[config.mk]
export PLATFORM = sky130hd
export DESIGN_NAME = pred_pht
export DESIGN_NICKNAME = d
export VERILOG_FILES = /design/src/rtl/pred_pht_pkg.sv /design/src/rtl/pred_sat_cnt.sv /design/src/rtl/pred_pht.sv
export SDC_FILE = /design/constraint.sdc
export NUM_CORES = 1
export LEC_CHECK = 0
export ABC_AREA = 1
export BUFFER_PORTS_ARGS = -buffer_cell sky130_fd_sc_hd__buf_2
export CORE_MARGIN = 4
export CORE_UTILIZATION = 47
export CTS_CLUSTER_DIAMETER = 30
export DETAILED_ROUTE_END_ITERATION = 16
export PLACE_DENSITY = 0.7
export SLEW_MARGIN = 30
export SYNTH_ARGS = -nofsm -noshare
export SYNTH_HDL_FRONTEND = slang
export SYNTH_SLANG_ARGS = --single-unit
[constraint.sdc]
create_clock -name clk -period 12.8 [get_ports clk]
set_input_delay 1.28 -clock clk [delete_from_list [all_inputs] [get_ports clk]]
set_output_delay 1.28 -clock clk [all_outputs]
set_load 0.02 [all_outputs]
[src/rtl/pred_pht_pkg.sv]
// Shared definitions for the IFU pattern history table.
//   - pht_state_e : init-sweep / live state of the table controller
//   - PRED_CNT_W  : default saturating-counter width
//   - CNT2_*      : classic 2-bit counter encodings (CNT_W = 2)
//   - init_cnt()  : weakly-not-taken initial value for a given counter width
package pred_pht_pkg;

  typedef enum logic {
    ST_INIT  = 1'b0,
    ST_READY = 1'b1
  } pht_state_e;

  localparam int PRED_CNT_W = 2;

  localparam logic [1:0] CNT2_STRONG_NT = 2'b00;
  localparam logic [1:0] CNT2_WEAK_NT   = 2'b01;
  localparam logic [1:0] CNT2_WEAK_T    = 2'b10;
  localparam logic [1:0] CNT2_STRONG_T  = 2'b11;

  // Largest value whose MSB is clear: the weakest not-taken state.
  function automatic int init_cnt(input int cnt_w);
    return (1 << (cnt_w - 1)) - 1;
  endfunction

endpackage

[src/rtl/pred_sat_cnt.sv]
// Saturating up/down counter step (combinational).
//   cnt_i   : current counter value
//   taken_i : resolved branch direction (1 = count up, 0 = count down)
//   cnt_o   : next counter value, clamped to [0, 2**CNT_W-1]
// For CNT_W = 2 this reproduces the strong/weak taken/not-taken FSM.
module pred_sat_cnt
  import pred_pht_pkg::*;
#(
  parameter int CNT_W = PRED_CNT_W
) (
  input  logic [CNT_W-1:0] cnt_i,
  input  logic             taken_i,
  output logic [CNT_W-1:0] cnt_o
);

  localparam logic [CNT_W-1:0] CNT_MAX = '1;
  localparam logic [CNT_W-1:0] CNT_ONE = CNT_W'(1);

  always_comb begin
    cnt_o = cnt_i;
    if (taken_i) begin
      if (cnt_i != CNT_MAX) cnt_o = cnt_i + CNT_ONE;
    end else begin
      if (cnt_i != '0) cnt_o = cnt_i - CNT_ONE;
    end
  end

endmodule

[src/rtl/pred_pht.sv]
// Pattern history table for the IFU branch predictor.
// 2**INDEX_W saturating counters, optionally gshare-indexed, with a
// 1-cycle prediction port and a commit-time update port. After reset the
// table is filled with INIT_CNT by an internal sweep before going live.
//   clk, rst              : clock, synchronous active-high reset
//   ready                 : init sweep finished, ports live
//   pred_req, pred_pc     : prediction request
//   resp_valid/taken/cnt  : prediction response, one cycle after request
//   resp_ghr              : history used to form the prediction index
//   upd_valid, upd_pc     : commit update of a resolved branch
//   upd_ghr, upd_taken    : history snapshot and resolved direction
//   ghr                   : non-speculative global history register
module pred_pht
  import pred_pht_pkg::*;
#(
  parameter int INDEX_W    = 8,
  parameter int CNT_W      = PRED_CNT_W,
  parameter int GHR_W      = 8,
  parameter bit USE_GSHARE = 1'b1,
  parameter int INIT_CNT   = init_cnt(CNT_W)
) (
  input  logic             clk,
  input  logic             rst,
  output logic             ready,
  input  logic             pred_req,
  input  logic [31:0]      pred_pc,
  output logic             resp_valid,
  output logic             resp_taken,
  output logic [CNT_W-1:0] resp_cnt,
  output logic [GHR_W-1:0] resp_ghr,
  input  logic             upd_valid,
  input  logic [31:0]      upd_pc,
  input  logic [GHR_W-1:0] upd_ghr,
  input  logic             upd_taken,
  output logic [GHR_W-1:0] ghr
);

  localparam int                 DEPTH    = 1 << INDEX_W;
  localparam logic [CNT_W-1:0]   INIT_VAL = CNT_W'(INIT_CNT);
  localparam logic [INDEX_W-1:0] LAST_IDX = '1;
  localparam logic [INDEX_W-1:0] IDX_ONE  = INDEX_W'(1);

  pht_state_e         state_q, state_d;
  logic [INDEX_W-1:0] sweep_idx_q, sweep_idx_d;
  logic [GHR_W-1:0]   ghr_q, ghr_d, ghr_shift;
  logic               resp_valid_q;
  logic               resp_taken_q;
  logic [CNT_W-1:0]   resp_cnt_q;
  logic [GHR_W-1:0]   resp_ghr_q;

  // Reset-free storage; contents are defined by the init sweep alone.
  logic [CNT_W-1:0]   table_q [DEPTH];

  logic               live;
  logic               pred_fire, upd_fire, sweep_we;
  logic [INDEX_W-1:0] pred_pcb, upd_pcb, pred_h, upd_h;
  logic [INDEX_W-1:0] pred_idx, upd_idx;
  logic [CNT_W-1:0]   upd_cur, upd_next, pred_rd;
  logic               unused_pc_bits;

  assign live      = (state_q == ST_READY);
  assign pred_fire = pred_req & live;
  assign upd_fire  = upd_valid & live;
  assign sweep_we  = (state_q == ST_INIT) & ~rst;

  // Index formation: word-aligned PC bits, optionally folded with history.
  assign pred_pcb = pred_pc[INDEX_W+1:2];
  assign upd_pcb  = upd_pc[INDEX_W+1:2];

  always_comb begin
    pred_h = '0;
    upd_h  = '0;
    pred_h[GHR_W-1:0] = ghr_q;
    upd_h[GHR_W-1:0]  = upd_ghr;
  end

  assign pred_idx = USE_GSHARE ? (pred_pcb ^ pred_h) : pred_pcb;
  assign upd_idx  = USE_GSHARE ? (upd_pcb ^ upd_h) : upd_pcb;

  assign unused_pc_bits = ^{pred_pc[31:INDEX_W+2], pred_pc[1:0],
                            upd_pc[31:INDEX_W+2], upd_pc[1:0]};

  assign upd_cur = table_q[upd_idx];

  pred_sat_cnt #(
    .CNT_W(CNT_W)
  ) u_sat (
    .cnt_i  (upd_cur),
    .taken_i(upd_taken),
    .cnt_o  (upd_next)
  );

  // Write-first: a same-cycle update to the predicted entry is forwarded.
  assign pred_rd = (upd_fire && (upd_idx == pred_idx)) ? upd_next : table_q[pred_idx];

  generate
    if (GHR_W == 1) begin : g_ghr_one
      assign ghr_shift = upd_taken;
    end else begin : g_ghr_wide
      assign ghr_shift = {ghr_q[GHR_W-2:0], upd_taken};
    end
  endgenerate

  assign ghr_d = upd_fire ? ghr_shift : ghr_q;

  always_comb begin
    state_d     = state_q;
    sweep_idx_d = sweep_idx_q;
    case (state_q)
      ST_INIT: begin
        sweep_idx_d = sweep_idx_q + IDX_ONE;
        if (sweep_idx_q == LAST_IDX) state_d = ST_READY;
      end
      ST_READY: begin
        state_d = ST_READY;
      end
      default: begin
        state_d = ST_INIT;
      end
    endcase
  end

  always_ff @(posedge clk) begin
    if (rst) begin
      state_q      <= ST_INIT;
      sweep_idx_q  <= '0;
      ghr_q        <= '0;
      resp_valid_q <= 1'b0;
      resp_taken_q <= 1'b0;
      resp_cnt_q   <= '0;
      resp_ghr_q   <= '0;
    end else begin
      state_q      <= state_d;
      sweep_idx_q  <= sweep_idx_d;
      ghr_q        <= ghr_d;
      resp_valid_q <= pred_fire;
      if (pred_fire) begin
        resp_cnt_q   <= pred_rd;
        resp_taken_q <= pred_rd[CNT_W-1];
        resp_ghr_q   <= ghr_q;
      end
    end
  end

  // Table write port: the sweep owns it until the table goes live.
  always_ff @(posedge clk) begin
    if (sweep_we) begin
      table_q[sweep_idx_q] <= INIT_VAL;
    end else if (upd_fire && !rst) begin
      table_q[upd_idx] <= upd_next;
    end
  end

  assign ready      = live;
  assign resp_valid = resp_valid_q;
  assign resp_taken = resp_taken_q;
  assign resp_cnt   = resp_cnt_q;
  assign resp_ghr   = resp_ghr_q;
  assign ghr        = ghr_q;

endmodule
==> results of run 1 <==
## worst register-to-register path, stage by stage, from the launching register on
cell	delay (ps)
dfxtp_1	330
inv_1	140
nand2_1	110
nand2_4	300
buf_4	700
buf_4	880
nor2_1	160
o211ai_1	290
nand3_1	120
nand3_1	90
nand3_1	260
nand3_1	150
nand3_1	130
nand3_1	160
nand2_1	60
inv_1	70
nand2_1	100
a21oi_2	130
## cell families after synthesis
group	synth area share
fa+ha+maj	0.000430
xor+xnor	0.00714
simple gates	0.286
flops	0.548
buf+inv	0.0754
compound gates	0.0832
## sequential cells by signal, indices dropped and copies added (netlist names)
name and cells:
table_q 512, ghr 8, resp_ghr 8, sweep_idx_q 8, ready 1, resp_cnt 1
resp_taken 1, resp_valid 1
## metal layers
layer,global-route usage,share of wire,up-vias
met3,0.0611,0.13,322
met4,0.140,0.052,0
met5,0,0,-
li1,-,-,11479
met2,0.423,0.44,1691
met1,0.364,0.37,11927
## path summary, 6_finish.rpt
check,endpoint,slack [ps],depth (start not counted)
setup / recovery,table_q[107][1]$_DFFE_PP_,6560,21
hold / removal,resp_ghr[6]$_SDFFE_PP0P_,480,2
setup reg to reg,resp_cnt[0]$_SDFFE_PP0P_,8570,17
hold reg to reg,resp_ghr[6]$_SDFFE_PP0P_,480,2
## power by group through the flow
stage	Clock, mW	Sequential [mW]	Combinational, mW
after global routing	2.89	1.91	0.511
after floorplan	0	1.94	0.322
after global placement	0	1.94	0.457
after detailed placement	0	1.94	0.460
final	2.78	1.91	0.481
after CTS	2.80	1.91	0.463
## cell usage after synthesis
master     count  area [sq um]
nor3_1         7          35.0
a31oi_1        1          6.26
nand2_1      905          3400
ha_1           1          12.5
clkinv_1       5          18.8
clkbuf_1      81           304
or2_2         13          81.3
xnor2_1       11          96.3
buf_2        111           556
nand4_1        2          12.5
inv_1        221           830
xnor2_4        1          27.5
a2111oi_0      2          17.5
xor2_1         4          35.0
edfxtp_1     512         15400
o21ai_0       82           410
o21ai_1       14          70.1
nand2_2        3          18.8
o211ai_1     233          1750
and3_1         1          6.26
a21oi_1       10          50.1
nand3_1      666          3330
nor2_2         1          6.26
buf_1         13          48.8
o21bai_1       7          52.6
o22ai_1        3          18.8
xnor2_2        3          48.8
o211ai_2       2          25.0
a21oi_2        2          17.5
nor2_1       360          1350
buf_6         17           191
dfxtp_1       28           561
inv_2          5          18.8
nand2_4        4          45.0
nand3_2        2          20.0
buf_4         30           225
## area by class of cell
cell class	count	area [sq um]
Timing Repair Buffer	95	622
Clock buffer	116	2710
Clock inverter	79	908
Tap cell	782	978
Fill cell	5300	27700
Multi-Input combinational cell	2340	11100
Inverter	231	867
Sequential cell	540	15900
## stage by stage
step / util / setup WS [ps] / power [mW]
floorplan: - / 2780 / 2.27
global placement: 0.485 / 5900 / 2.40
detailed placement: 0.485 / 5870 / 2.40
CTS: 0.544 / 6520 / 5.17
global route: 0.545 / 6270 / 5.31
finish: 0.545 / 6560 / 5.17
==> metrics.txt, run 1 <==
#FFs+latches synth=540; I/O pin cnt=98; die area=65900 sq um; H-Tree Depth=3; number of global-route vias before repair=24112; synthesized area=29100 sq um; leak pwr=12.5 nW; initial core utilization=0.478; DRC errors left=0; grt ovf=0; RR Startpoint=ghr[0]$_SDFFE_PP0N_; clock skew=23.4 ps; Rel. slew slack=0.253; CP peak stage delay=830 ps; max-slew violations=0; via count=25419; n_diodes=0; GRT Util Overall=0.274; CP Buf/Inv Count=5; Worst-path clk slew=50 ps; Max Clock Freq=0.160 GHz; crit path capture type=flip-flop; post-synthesis average cell area=8.64 sq um; hold crit path type=flip-flop to flip-flop; most frequent cells in the layout=nand2_1, nand3_1, edfxtp_1, nor2_1, o211ai_1; Syn. warnings=0; Skew-Pair Late Insertion Delay=640 ps; CTS Buffer Depth=3; crit-path cells=buf_2 -> inv_2 -> nand2_4 -> nand2_8 -> buf_6 -> buf_4 -> nand2_1 -> nand3_1 -> nand2_1 -> nand2_1 -> nand3_1 -> nand2_1 -> nand2_1 -> nand3_1 -> nand3_1 -> nand3_2 -> nand3_2 -> nand2_1 -> nand2_1 -> nor2_4 -> buf_4; HPWL after DPL=50.0 mm; Non-Filler Cell Area, Final=33100 sq um; CP max stage cell=buf_4; final worst path period share=0.488; sw frac=0.248; Area after DPL=29500 sq um; Req. time, crit path=13100 ps; min-delay src=resp_ghr[6]$_SDFFE_PP0P_; status=completed; Die Wd=257 um; RSZ-0062 raised after global routing=false; 1st-pass router iterations=6; Final Hold Viols=0; peak supply drop=0.0974 mV; clock power share=0.538; Synthesized Nets=3441; initial drt markers=3405; Gate power share=0.093; Worst path top cell family by delay=simple AND/OR/NAND/NOR gates; cts repair resizes=0; largest net degree at the start of global routing=132; hold buffers post-CTS=0; most used cell, CP=nand2_1; register area share after synthesis=0.548; buffer count from post-CTS setup fixing=0; die height=257 um; share of layout cells above drive strength 1=0.0935; first-pass GRT wire length=141 mm; Final min period=6240 ps; Worst Max-Slew Pin Slew=1120 ps; Area Growth Syn to Fin=13.9%; WP data arrival=6540 ps; CTS tree=built; Final Non-Filler Cells=4183; P_int=3.89 mW; max-cap viol count=0; setup TNS after final layout=0 ps; row cnt=90; Seq pwr share=0.369; distinct cell type count after synthesis=36; worst hold margin=477 ps; Post-Synthesis Cells=3363; wire per inst=22.2 um; CTS Sinks=540; # placed instances=3988; Core ar.=60800 sq um; highest fanout seen on the critical path=89; via/cell ratio=6.08; Routed Antenna Nets=0; WL final=93.1 mm; port bufs=49; commonest non-fill, non-tap cell in the layout=nand2_1; total power divided by cell area=156 nW/um^2; CTS root buffer=clkbuf_16; initial antenna violation count=0; crit path from=upd_pc[2]; CTS Buf Count=104; gpl congestion=0.895; # nets final=3390; CP startpoint kind=input port; Final setup viols=0; Psw=1.28 mW; WS Path Type=input port to flip-flop
No activity file was read; power rests on OpenSTA's default activity.
==> run 2, diff against run 1 <==
- clock period: 12.8 -> 6.5 ns (I/O delays scaled with it)
==> run 2 against run 1 <==
  * Via count decreased by 0.71%
  * Combinational power increased by 99%
  * Clock skew increased by 16 ps
  * Die area unchanged
  * First-iteration DRC count decreased by 7.1%
  * Final cell count increased by 0.19%
  * Core utilization increased by 0.16 points
==> metrics.txt, run 2 (synthesis gave the netlist of run 1 again) <==
die area=65900 sq um (unchanged); Max Clock Freq=0.232 GHz; CP startpoint kind=input port (unchanged); most frequent cells in the layout=nand2_1, nand3_1, edfxtp_1, nor2_1, o211ai_1 (unchanged); Final Non-Filler Cells=4191 (was 4183); max-cap viol count=0 (unchanged); final core occ=0.546 (was 0.545); final worst path period share=0.662; Skew-Pair Late Insertion Delay=670 ps (was 640 ps); initial drt markers=3164 (was 3405); total power divided by cell area=302 nW/um^2 (was 156 nW/um^2); WL final=91.0 mm (was 93.1 mm); I/O pin cnt=98 (unchanged); # placed instances=3990 (was 3988); Die Wd=257 um (unchanged); largest net degree at the start of global routing=225 (was 132); WS Path Type=input port to flip-flop (unchanged); Seq pwr share=0.375 (was 0.369); Routed Antenna Nets=0 (unchanged); number of global-route vias before repair=23872 (was 24112); Non-Filler Cell Area, Final=33200 sq um (was 33100 sq um); CTS root buffer=clkbuf_16 (unchanged); clock skew=39.8 ps (was 23.4 ps); Worst-path clk slew=50 ps (about the same); Final Hold Viols=0 (unchanged); buffer count from post-CTS setup fixing=0 (unchanged); hold buffers post-CTS=0 (unchanged); DRC errors left=0 (unchanged); CTS tree=built (unchanged); # nets final=3396 (was 3390); status=completed (unchanged); CP max stage cell=nand2_8 (was buf_4); peak supply drop=0.190 mV (was 0.0974 mV); 1st-pass router iterations=6 (unchanged); sw frac=0.262 (was 0.248); H-Tree Depth=3 (unchanged); Psw=2.63 mW (was 1.28 mW); first-pass GRT wire length=137 mm (was 141 mm); crit-path cells=buf_2 -> inv_2 -> nand2_4 -> nand2_8 -> buf_4 -> nand2_1 -> nand3_1 -> nand3_1 -> nand3_1 -> nand3_1 -> nand3_1 -> nand3_1 -> nand3_1 -> nand3_2 -> nand2_1 -> nand2_1 -> nor2_4 -> buf_12 (was buf_2 -> inv_2 -> nand2_4 -> nand2_8 -> buf_6 -> buf_4 -> nand2_1 -> nand3_1 -> nand2_1 -> nand2_1 -> nand3_1 -> nand2_1 -> nand2_1 -> nand3_1 -> nand3_1 -> nand3_2 -> nand3_2 -> nand2_1 -> nand2_1 -> nor2_4 -> buf_4); Final min period=4300 ps; setup TNS after final layout=0 ps (unchanged); crit path capture type=flip-flop (unchanged); max-slew violations=0 (unchanged); Area Growth Syn to Fin=14.3% (was 13.9%); Area after DPL=29600 sq um (was 29500 sq um); Gate power share=0.095 (was 0.093); WP data arrival=4560 ps (was 6540 ps); Worst Max-Slew Pin Slew=1300 ps (was 1120 ps); Final setup viols=0 (unchanged); Core ar.=60800 sq um (unchanged); highest fanout seen on the critical path=224 (was 89); max FFs per register=512 (unchanged); P_int=7.41 mW (was 3.89 mW); initial core utilization=0.478 (unchanged); row cnt=90 (unchanged); Rel. slew slack=0.136 (was 0.253); Req. time, crit path=6760 ps (was 13100 ps); Worst path top cell family by delay=simple AND/OR/NAND/NOR gates (unchanged); hold crit path type=input port to flip-flop (was flip-flop to flip-flop); most used cell, CP=nand3_1 (was nand2_1); n_diodes=0 (unchanged); CP Buf/Inv Count=4 (was 5); RSZ-0062 raised after global routing=false (unchanged); CTS Sinks=540 (unchanged); die height=257 um (unchanged); HPWL after DPL=48.8 mm (was 50.0 mm); CTS Buf Count=108 (was 104); total power=10.0 mW (was 5.17 mW); grt ovf=0 (unchanged); via count=25239 (was 25419); GRT Util Overall=0.269 (was 0.274); Top reg by flops=table_q (unchanged); initial antenna violation count=0 (unchanged); via/cell ratio=6.02 (was 6.08); clock power share=0.530 (was 0.538); port bufs=49 (unchanged); CP peak stage delay=610 ps (was 830 ps); wire per inst=21.7 um (was 22.2 um); gpl congestion=0.881 (was 0.895); leak pwr=12.5 nW (about the same); share of layout cells above drive strength 1=0.0983 (was 0.0935); cts repair resizes=0 (unchanged); CTS Buffer Depth=3 (unchanged); commonest non-fill, non-tap cell in the layout=nand2_1 (unchanged); R2R setup slack=2580 ps (was 8570 ps)
-- run 2: changes by cell type in the layout (fill, tap and decap cells not counted), sizes merged --
cell and change:
inv +10, clkinvlp +6, clkbuf +2, clkinv -3, buf +2, bufinv -9
-- run 2: final timing paths --
kind	start	to	cells after the start
hold / removal	rst	resp_cnt[0]$_SDFFE_PP0P_	2
setup / recovery	upd_pc[2]	table_q[83][1]$_DFFE_PP_	18
hold reg to reg	resp_ghr[5]$_SDFFE_PP0P_	resp_ghr[5]$_SDFFE_PP0P_	2
setup reg to reg	ready$_SDFF_PP0_	table_q[207][0]$_DFFE_PP_	8
-- run 2: power by group through the flow --
stage | clock network [mW] | registers, mW | logic, mW
final | 5.32 | 3.76 | 0.956
after detailed placement | 0 | 3.83 | 0.920
after floorplan | 0 | 3.83 | 0.636
after global routing | 5.54 | 3.76 | 1.01
after CTS | 5.35 | 3.76 | 0.924
after global placement | 0 | 3.83 | 0.912
-- run 2: final cells by class --
type / count / area, sq um
clock buffers: 118 / 2760
clock inverters: 83 / 792
fillers: 5323 / 27600
inverters: 231 / 867
multi-input cells: 2340 / 11100
flip-flops and latches: 540 / 15900
well taps: 782 / 978
repair buffers: 97 / 754
-- run 2: per-stage QoR --
stage,setup slack (ps),hold slack (ps)
4_1_cts,2550,280
3_3_place_gp,1760,458
6_report,2200,302
3_5_place_dp,1880,468
2_1_floorplan,1640,461
5_1_grt,2180,330
-- run 2: routing by layer --
metal / track usage / vias to the layer above / wire length (um)
met1: 0.345 / 11805 / 33600
li1: - / 11492 / -
met5: 0 / - / 0
met4: 0.137 / 0 / 4580
met2: 0.428 / 1662 / 40900
met3: 0.0656 / 280 / 11900
